$ cat config.mk
export PLATFORM = sky130hd
export DESIGN_NAME = ifid_decode_queue
export DESIGN_NICKNAME = d
export VERILOG_FILES = /design/src/rtl/ifid_decode_queue.sv
export SDC_FILE = /design/constraint.sdc
export NUM_CORES = 1
export LEC_CHECK = 0
export CAP_MARGIN = 15
export CORE_AREA = 2 2 187 189
export DETAILED_ROUTE_END_ITERATION = 10
export DIE_AREA = 0 0 189 191
export PLACE_DENSITY = 0.73
export REMOVE_ABC_BUFFERS = 1
export SYNTH_ARGS = -nofsm -noshare
export SYNTH_HDL_FRONTEND = slang
export SYNTH_SLANG_ARGS = --single-unit
$ cat constraint.sdc
create_clock -name clk -period 3.6 [get_ports clk]
set_input_delay 0.72 -clock clk [delete_from_list [all_inputs] [get_ports clk]]
set_output_delay 0.72 -clock clk [all_outputs]
set_load 0.01 [all_outputs]
$ cat src/rtl/ifid_decode_queue.sv
// IF/ID stage: a DEPTH-entry queue of pre-decoded instructions between fetch and register-read.
// Decoding happens at push time, so the head outputs come straight from stored registers.
module ifid_decode_queue #(
   parameter int INSTR_W = 48,
   parameter int PC_W    = 48,
   parameter int OPC_W   = 6,
   parameter int REG_W   = 5,
   parameter int IMM_W   = 32,
   parameter int DEPTH   = 4
) (
   input  logic                       clk,
   input  logic                       rst_n,
   input  logic                       flush,
   input  logic                       in_valid,
   output logic                       in_ready,
   input  logic [INSTR_W-1:0]         instruction,
   input  logic [PC_W-1:0]            pc1,
   output logic                       out_valid,
   input  logic                       out_ready,
   output logic [OPC_W-1:0]           opcode,
   output logic [REG_W-1:0]           rd,
   output logic [REG_W-1:0]           rs,
   output logic [REG_W-1:0]           rt,
   output logic [IMM_W-1:0]           immediate,
   output logic                       flagsDECO,
   output logic [3:0]                 flagsALU,
   output logic [2:0]                 flagsMEM,
   output logic [1:0]                 flagsWB,
   output logic                       illegal,
   output logic [PC_W-1:0]            pc1_out,
   output logic [$clog2(DEPTH+1)-1:0] count
);
   localparam int PTR_W = $clog2(DEPTH);
   localparam int CNT_W = $clog2(DEPTH+1);

   typedef struct packed {
      logic [OPC_W-1:0] opcode;
      logic [REG_W-1:0] rd;
      logic [REG_W-1:0] rs;
      logic [REG_W-1:0] rt;
      logic [IMM_W-1:0] imm;
      logic             deco;
      logic [3:0]       alu;
      logic [2:0]       mem;
      logic [1:0]       wb;
      logic             illegal;
      logic [PC_W-1:0]  pc1;
   } entry_t;

   entry_t            entry_mem [DEPTH];
   entry_t            wr_entry;
   entry_t            head;
   logic [PTR_W-1:0]  wr_ptr_reg, rd_ptr_reg;
   logic [CNT_W-1:0]  count_reg;
   logic              push, pop;

   assign in_ready  = (count_reg != CNT_W'(DEPTH));
   assign out_valid = (count_reg != '0);
   assign push      = in_valid && in_ready;
   assign pop       = out_valid && out_ready;
   assign count     = count_reg;

   always_comb begin
      wr_entry         = '0;
      wr_entry.opcode  = instruction[INSTR_W-1 -: OPC_W];
      wr_entry.rd      = instruction[INSTR_W-OPC_W-1 -: REG_W];
      wr_entry.rs      = instruction[INSTR_W-OPC_W-REG_W-1 -: REG_W];
      wr_entry.rt      = instruction[INSTR_W-OPC_W-2*REG_W-1 -: REG_W];
      wr_entry.imm     = instruction[IMM_W-1:0];
      wr_entry.pc1     = pc1;
      wr_entry.deco    = 1'b0;
      wr_entry.alu     = 4'd0;
      wr_entry.mem     = 3'b000;
      wr_entry.wb      = 2'b01;
      wr_entry.illegal = 1'b0;
      case (wr_entry.opcode)
         OPC_W'('h0B): begin wr_entry.deco = 1'b1; wr_entry.alu = 4'd8; wr_entry.wb = 2'b11; end
         OPC_W'('h10): begin wr_entry.deco = 1'b1; wr_entry.alu = 4'd3; wr_entry.wb = 2'b11; end
         OPC_W'('h11): begin wr_entry.deco = 1'b1; wr_entry.alu = 4'd4; wr_entry.wb = 2'b11; end
         OPC_W'('h12): begin wr_entry.deco = 1'b1; wr_entry.alu = 4'd5; wr_entry.wb = 2'b11; end
         OPC_W'('h13): begin wr_entry.deco = 1'b1; wr_entry.alu = 4'd6; wr_entry.wb = 2'b11; end
         OPC_W'('h14): begin wr_entry.deco = 1'b1; wr_entry.alu = 4'd7; wr_entry.wb = 2'b11; end
         OPC_W'('h15): begin wr_entry.deco = 1'b1; wr_entry.alu = 4'd1; wr_entry.wb = 2'b11; end
         OPC_W'('h16): begin wr_entry.deco = 1'b1; wr_entry.alu = 4'd2; wr_entry.wb = 2'b11; end
         OPC_W'('h20): begin wr_entry.alu = 4'd8; end
         OPC_W'('h21): ;
         OPC_W'('h22),
         OPC_W'('h23): begin wr_entry.deco = 1'b1; end
         OPC_W'('h24): begin
            wr_entry.deco = 1'b1; wr_entry.alu = 4'd8; wr_entry.mem = 3'b010; wr_entry.wb = 2'b10;
         end
         OPC_W'('h25): begin
            wr_entry.deco = 1'b1; wr_entry.alu = 4'd8; wr_entry.mem = 3'b001;
         end
         default:      wr_entry.illegal = 1'b1;
      endcase
   end

   // Entry storage carries no reset; occupancy alone decides what is visible.
   always_ff @(posedge clk) begin
      if (push && !flush)
         entry_mem[wr_ptr_reg] <= wr_entry;
   end

   always_ff @(posedge clk or negedge rst_n) begin
      if (!rst_n) begin
         wr_ptr_reg <= '0;
         rd_ptr_reg <= '0;
         count_reg  <= '0;
      end else if (flush) begin
         wr_ptr_reg <= '0;
         rd_ptr_reg <= '0;
         count_reg  <= '0;
      end else begin
         if (push) wr_ptr_reg <= wr_ptr_reg + 1'b1;
         if (pop)  rd_ptr_reg <= rd_ptr_reg + 1'b1;
         if (push && !pop)      count_reg <= count_reg + 1'b1;
         else if (pop && !push) count_reg <= count_reg - 1'b1;
      end
   end

   // An empty queue presents a bubble: zero fields and the default WB select.
   always_comb begin
      head = entry_mem[rd_ptr_reg];
      if (!out_valid) begin
         head    = '0;
         head.wb = 2'b01;
      end
   end

   assign opcode    = head.opcode;
   assign rd        = head.rd;
   assign rs        = head.rs;
   assign rt        = head.rt;
   assign immediate = head.imm;
   assign flagsDECO = head.deco;
   assign flagsALU  = head.alu;
   assign flagsMEM  = head.mem;
   assign flagsWB   = head.wb;
   assign illegal   = head.illegal;
   assign pc1_out   = head.pc1;

endmodule

==> run metrics, run 1 <==
worst vdd ir=470 µV; CP Data Arrival Time=2.76 ns; die area=36100 µm²; Critical Path Sink Type=output pin; run status=finished clean; Int Power=10500 µW; crit share post-route=0.967; final critical-path required period=approximately 3.5 ns; Port Buf Inserts=216; R2R Setup Slk=1.00 ns; later-pin clock latency in the skew report=~0.53 ns; max-slew violation count=0; num rows=about 70; CTS tree=built; Setup WS post-layout=0.118 ns; Sequential Power Share=0.414; CTS Buf Count=43; crit-path cells=buf_12 > mux4_2 > and2_1 > clkdlybuf4s50_1; grt total ovfl=0; WL final=32400 µm; CP required=2.88 ns; register area share after synthesis=0.767; core area=34100 µm²; DRT iter0 DRCs=625; Slew @ Worst Pin=approximately 0.75 ns; level count of the clock H-tree=2; routed wire length per instance=about 22 µm; Worst-path clk slew=about 0.060 ns; Power per Cell Area=679 nW/µm²; Synth Flop Type=edfxtp_1; Die X=between 150 and 200 µm; sw power=3700 µW; placed insts=approximately 1400; largest net degree at the start of global routing=68; max frequency=0.287 GHz; ys async rst share=0.0162; RR Startpoint=count[2]$_DFFE_PN0P_; Syn-to-layout area delta=24.2%; final instance area=approximately 21000 µm²; final non-filler cell total=1500; critical path's slowest cell=mux4_2; Largest stage delay, worst path=0.60 ns; global-route wire length before repair=49100 µm; post-synth top area cell=edfxtp_1; Fin. Hold Viols=0; max_cap viols=0; clock group share of total power=0.282; Layout Nets=1117; GRT Util Overall=0.181; Final ANT Viol Nets=0; GP Congestion=about 0.74; initial antenna violation count=2; worst slack at placement=0.591 ns; Hold Path Class=in -> async; # setup viols final=0; Die Y=191 µm; YS warnings=0; CP startpoint kind=flip-flop; Initial Util=0.494; max reg flops=424; share of cells above drive strength 1=0.184; Worst R2R Path Depth=7; Netlist cell types=48; Mapped Cells=782; switch share=0.261; mapped cell area=around 17000 µm²; placed instance area=19700 µm²; share of the synthesized area in the top cell type=0.756; top cells by area, synth=edfxtp_1, mux4_2, and2_1, dfrtp_1, clkbuf_1; Residual DRC=0; vias=8142; #FFs+latches synth=431; CP max FO=43; static leakage=0.00662 µW; Worst R2R End=count[2]$_DFFE_PN0P_; WS Path Type=reg -> out; clock sinks=431; Post-synth EDFFs=around 420; relative slew slack=0.491; syn_area_per_cell=21.5 µm²; post-DR vias/cell=5.43; Initial DRT Pass Iterations=5; vias in the first global route=8365; CTS root buf=clkbuf_16; final core utilization=0.613; HPWL after detailed placement=19600 µm; combinational share of power=0.304; CTS Buffer Depth=3; RSZ-0062 raised after global routing=no; Top Ports=218; Fin Setup TNS=0 ns; Setup Skew=0.0102 ns
[per-stage QoR]
| stage | hold slack, ns | total power, µW |
|---|---|---|
| finish | 0.474 | 14200 |
| global placement | 0.591 | 10400 |
| floorplan | 0.424 | 8300 |
| detailed placement | 0.608 | 10400 |
| global route | 0.487 | 14900 |
| CTS | 0.466 | 14400 |
[cells by family (layout without fill, tap and decap cells)]
family / Yosys count / in the layout / synth area share
adders and majority gates: 5 / 5 / 0.00416
muxes: 110 / 110 / 0.144
other: 1 / 3 / 0.000223
DFF: 431 / 431 / 0.767
and+or+nand+nor: 151 / 151 / 0.0559
AOI/OAI and AO/OA: 19 / 19 / 0.00825
xor gates and xnor gates: 5 / 5 / 0.00260
buffers and inverters: 60 / 321 / 0.0180
[power by group through the flow]
stage | Combinational [µW] | Sequential [µW] | Clock (µW)
floorplan | 2090 | 6210 | 0
global placement | 4390 | 5960 | 0
detailed placement | 4400 | 5980 | 0
CTS | 4420 | 5880 | 4110
global route | 4650 | 5890 | 4320
finish | 4320 | 5870 | 4000
[how the worst max path moves through the flow]
stage	startpoint	to	depth (start not counted)
after detailed placement	out_ready	count[2]$_DFFE_PN0P_	7
final	rd_ptr_reg[0]$_DFFE_PN0P_	immediate[12]	4
after CTS	count[0]$_DFFE_PN0P_	immediate[12]	5
after global placement	count[1]$_DFFE_PN0P_	opcode[3]	5
after global routing	rd_ptr_reg[0]$_DFFE_PN0P_	immediate[12]	4
after floorplan	rd_ptr_reg[0]$_DFFE_PN0P_	flagsWB[0]	2
[Yosys cell counts (2+ instances only)]
library cell and instances:
a211oi_1 2, a21oi_1 4, and2_1 109, buf_2 16, buf_4 6, buf_6 3, clkbuf_1 25, dfrtp_1 7
edfxtp_1 424, ha_1 4, inv_1 8, mux2_2 2, mux2i_1 2, mux4_2 106, nand2b_1 2, nand3_1 2
nand3b_1 3, nor2_1 12, nor2b_1 2, nor3_1 3, nor3b_1 5, nor4bb_1 3, o21a_1 2, o21ai_0 2
o311ai_0 2, xor2_1 4
[critical path: cells and delay by family, from the launching register on]
kind | cells | cell delay (ns)
simple gates | 1 | 0.19
buf+inv | 2 | 0.84
flops | 1 | 0.56
mux | 1 | 0.60
[placed cells by master, fill, tap and decap left out, drive strengths merged, types with 2 or more instances in the layout]
| master | instances |
|---|---|
| edfxtp | 424 |
| clkdlybuf4s50 | 216 |
| and2 | 109 |
| mux4 | 106 |
| clkbuf | 57 |
| buf | 20 |
| clkinv | 19 |
| nor2 | 12 |
| inv | 8 |
| dfrtp | 7 |
| nor3b | 5 |
| a21oi | 4 |
| xor2 | 4 |
| ha | 4 |
| nor3 | 3 |
| nand3b | 3 |
| nor4bb | 3 |
| diode | 2 |
| nor2b | 2 |
| nand2b | 2 |
| a211oi | 2 |
| o21a | 2 |
| o311ai | 2 |
| mux2i | 2 |
| mux2 | 2 |
| o21ai | 2 |
| nand3 | 2 |
| or2 | 2 |
[repair_timing]
action                                 CTS  global route
hold buffers                             0             0
resized for setup                        0             1
buffers inserted                         0             0
endpoints found under the hold margin    0             0
setup endpoints to repair                0            71
[layout make-up]
type,count,area (µm²)
Antenna cell,2,5.00
Clock buffer,57,1170
Clock inverter,20,88.8
Fill cell,2426,13200
Inverter,8,32.5
Multi-Input combinational cell,291,3640
Sequential cell,431,12900
Tap cell,455,569
Timing Repair Buffer,236,2500
[routing by layer]
layer,track usage,vias to the layer above,wire length (µm)
li1,-,3617,-
met1,0.254,4205,13700
met2,0.295,285,16300
met3,0.0340,35,1900
met4,0.0469,0,514
met5,0,-,0
Power figures use the tool's default switching activity.
==> run 2, diff against run 1 <==
PLACE_DENSITY = 0.76   (was 0.73)
==> run 2 against run 1 <==
Effect of this change:
- die area is the same
- flip-flop and latch count unchanged
- highest routed layer is now met5
- clock-buffer cell count is 4 lower
- clock power barely moved
- largest cell class unchanged
- final area increased by 0.25%
- combinational power is essentially flat
- critical path type unchanged
==> run metrics, run 2 (synthesis gave the netlist of run 1 again) <==
die area=36100 µm² (unchanged); Int Power=10500 µW (about the same); Die X=189 µm (unchanged); Setup Skew=0.0164 ns (was 0.0102 ns); level count of the clock H-tree=2 (unchanged); DRT iter0 DRCs=460 (was 625); HPWL after detailed placement=19300 µm (was 19600 µm); Final ANT Viol Nets=0 (unchanged); crit-path cells=buf_12 > mux4_2 > and2_1 > clkdlybuf4s50_1 (unchanged); final non-filler cell total=1497 (was 1500); final core utilization=0.615 (was 0.613); top sig layer=met5 (was met4); placed insts=1425 (was 1421); CTS tree=built (unchanged); CP max FO=34 (was 43); Syn-to-layout area delta=24.6% (was 24.2%); Metal-1 WL=12900 µm (was 13700 µm); max_cap viols=0 (unchanged); crit share post-route=0.961 (was 0.967); largest net degree at the start of global routing=66 (was 68); CP Data Arrival Time=2.74 ns (was 2.76 ns); Critical Path Sink Type=output pin (unchanged); Initial Util=0.494 (unchanged); worst vdd ir=530 µV (was 470 µV); final critical-path required period=3.46 ns (was 3.48 ns); clock group share of total power=0.282 (about the same); CTS Buffer Depth=3 (unchanged); Layout Nets=1121 (was 1117); critical path's slowest cell=dfrtp_4 (was mux4_2); Fin. Hold Viols=0 (unchanged); max reg flops=424 (unchanged); # setup viols final=0 (unchanged); Worst-path clk slew=0.06 ns (about the same); GRT Util Overall=0.175 (was 0.181); vias in the first global route=8395 (was 8365); static leakage=0.00665 µW (was 0.00662 µW); WS Path Type=reg -> out (unchanged); Residual DRC=0 (unchanged); CTS Buf Count=43 (unchanged); num rows=68 (unchanged); max frequency=0.289 GHz (was 0.287 GHz); Power Total=14200 µW (about the same); Slew @ Worst Pin=0.847 ns (was 0.754 ns); Die Y=191 µm (unchanged); Sequential Power Share=0.415 (was 0.414); clock sinks=431 (unchanged); CP startpoint kind=flip-flop (unchanged); Power per Cell Area=678 nW/µm² (was 679 nW/µm²); CTS root buf=clkbuf_16 (unchanged); Port Buf Inserts=216 (unchanged); relative slew slack=0.428 (was 0.491); vias=8079 (was 8142); area of the multi-input gates=3640 µm² (unchanged); Buffers & Inverters on Critical Path=2 (unchanged); cell family with most CP delay=buffers and inverters (unchanged); # hold bufs at CTS=0 (unchanged); switch share=0.259 (was 0.261); commonest non-fill, non-tap cells in the layout=edfxtp_1, clkdlybuf4s50_1, mux4_2 (unchanged); Hold Path Class=in -> async (unchanged); global-route wire length before repair=47900 µm (was 49100 µm); max-slew violation count=0 (unchanged); later-pin clock latency in the skew report=0.53 ns (about the same); combinational share of power=0.303 (was 0.304); most common cell after layout, fill and taps aside=edfxtp_1 (unchanged); routed wire length per instance=21.0 µm (was 21.6 µm); WL final=31400 µm (was 32400 µm); sw power=3680 µW (was 3700 µW); met3 WL=1990 µm (was 1900 µm); FF+latch area=12900 µm² (unchanged); Fill cells=2384 (was 2426); initial antenna violation count=4 (was 2); CP required=2.88 ns (about the same); grt total ovfl=0 (unchanged); RSZ-0062 raised after global routing=no (unchanged); postcts setup bufs=0 (unchanged); Top Ports=218 (unchanged); Largest stage delay, worst path=0.59 ns (was 0.60 ns); run status=finished clean (unchanged); share of cells above drive strength 1=0.186 (was 0.184); post-DR vias/cell=5.40 (was 5.43); GP Congestion=0.756 (was 0.742); core area=34100 µm² (unchanged); metal2 WL=15800 µm (was 16300 µm); Initial DRT Pass Iterations=4 (was 5)
==> run 2: power groups by stage <==
stage	clock network, µW	logic [µW]	registers (µW)
3_3_place_gp	0	4340	5990
2_1_floorplan	0	2090	6210
6_report	4000	4310	5900
3_5_place_dp	0	4370	6010
4_1_cts	4110	4400	5910
5_1_grt	4320	4650	5930
==> run 2: through the flow <==
stage / setup WS, ns / area (µm²) / hold WS, ns / setup TNS [ns]
finish: 0.141 / 21000 / 0.466 / 0
global route: 0.0208 / 21000 / 0.461 / 0
CTS: 0.0743 / 21000 / 0.454 / 0
detailed placement: 0.502 / 19700 / 0.587 / 0
global placement: 0.539 / 19700 / 0.576 / 0
floorplan: -2.17 / 16600 / 0.424 / -406.38
==> run 2: layout make-up <==
cell class | count | share of cell area
clock inverters | 16 | 0.00519
repair buffers | 240 | 0.122
clock buffers | 53 | 0.0541
multi-input cells | 291 | 0.173
diodes | 3 | 0.000358
inverters | 8 | 0.00209
well taps | 455 | 0.0271
flip-flops and latches | 431 | 0.616
==> run 2: final timing paths <==
check	from	end	slack, ns	cells after the start
worst max-delay path	rd_ptr_reg[0]$_DFFE_PN0P_	immediate[25]	0.14	4
worst min-delay path	rst_n	count[2]$_DFFE_PN0P_	0.47	1
worst max register to register	count[2]$_DFFE_PN0P_	count[2]$_DFFE_PN0P_	1.04	7
worst min register to register	wr_ptr_reg[1]$_DFFE_PN0P_	wr_ptr_reg[1]$_DFFE_PN0P_	0.60	2
max in group asynchronous	rst_n	rd_ptr_reg[0]$_DFFE_PN0P_	2.84	1
min in group clk	wr_ptr_reg[1]$_DFFE_PN0P_	wr_ptr_reg[1]$_DFFE_PN0P_	0.60	2
==> run 2: per-layer routing <==
metal	vias up	track usage
li1	3628	-
met1	4146	0.232
met2	246	0.291
met3	57	0.0409
met4	2	0.0535
met5	-	0
==> run 2: what timing repair did <==
action	in CTS	in global routing
resized for setup	1	1
pin swaps	0	0
endpoints found under the setup margin	38	4
hold endpoints to repair	0	0
cloned	0	0
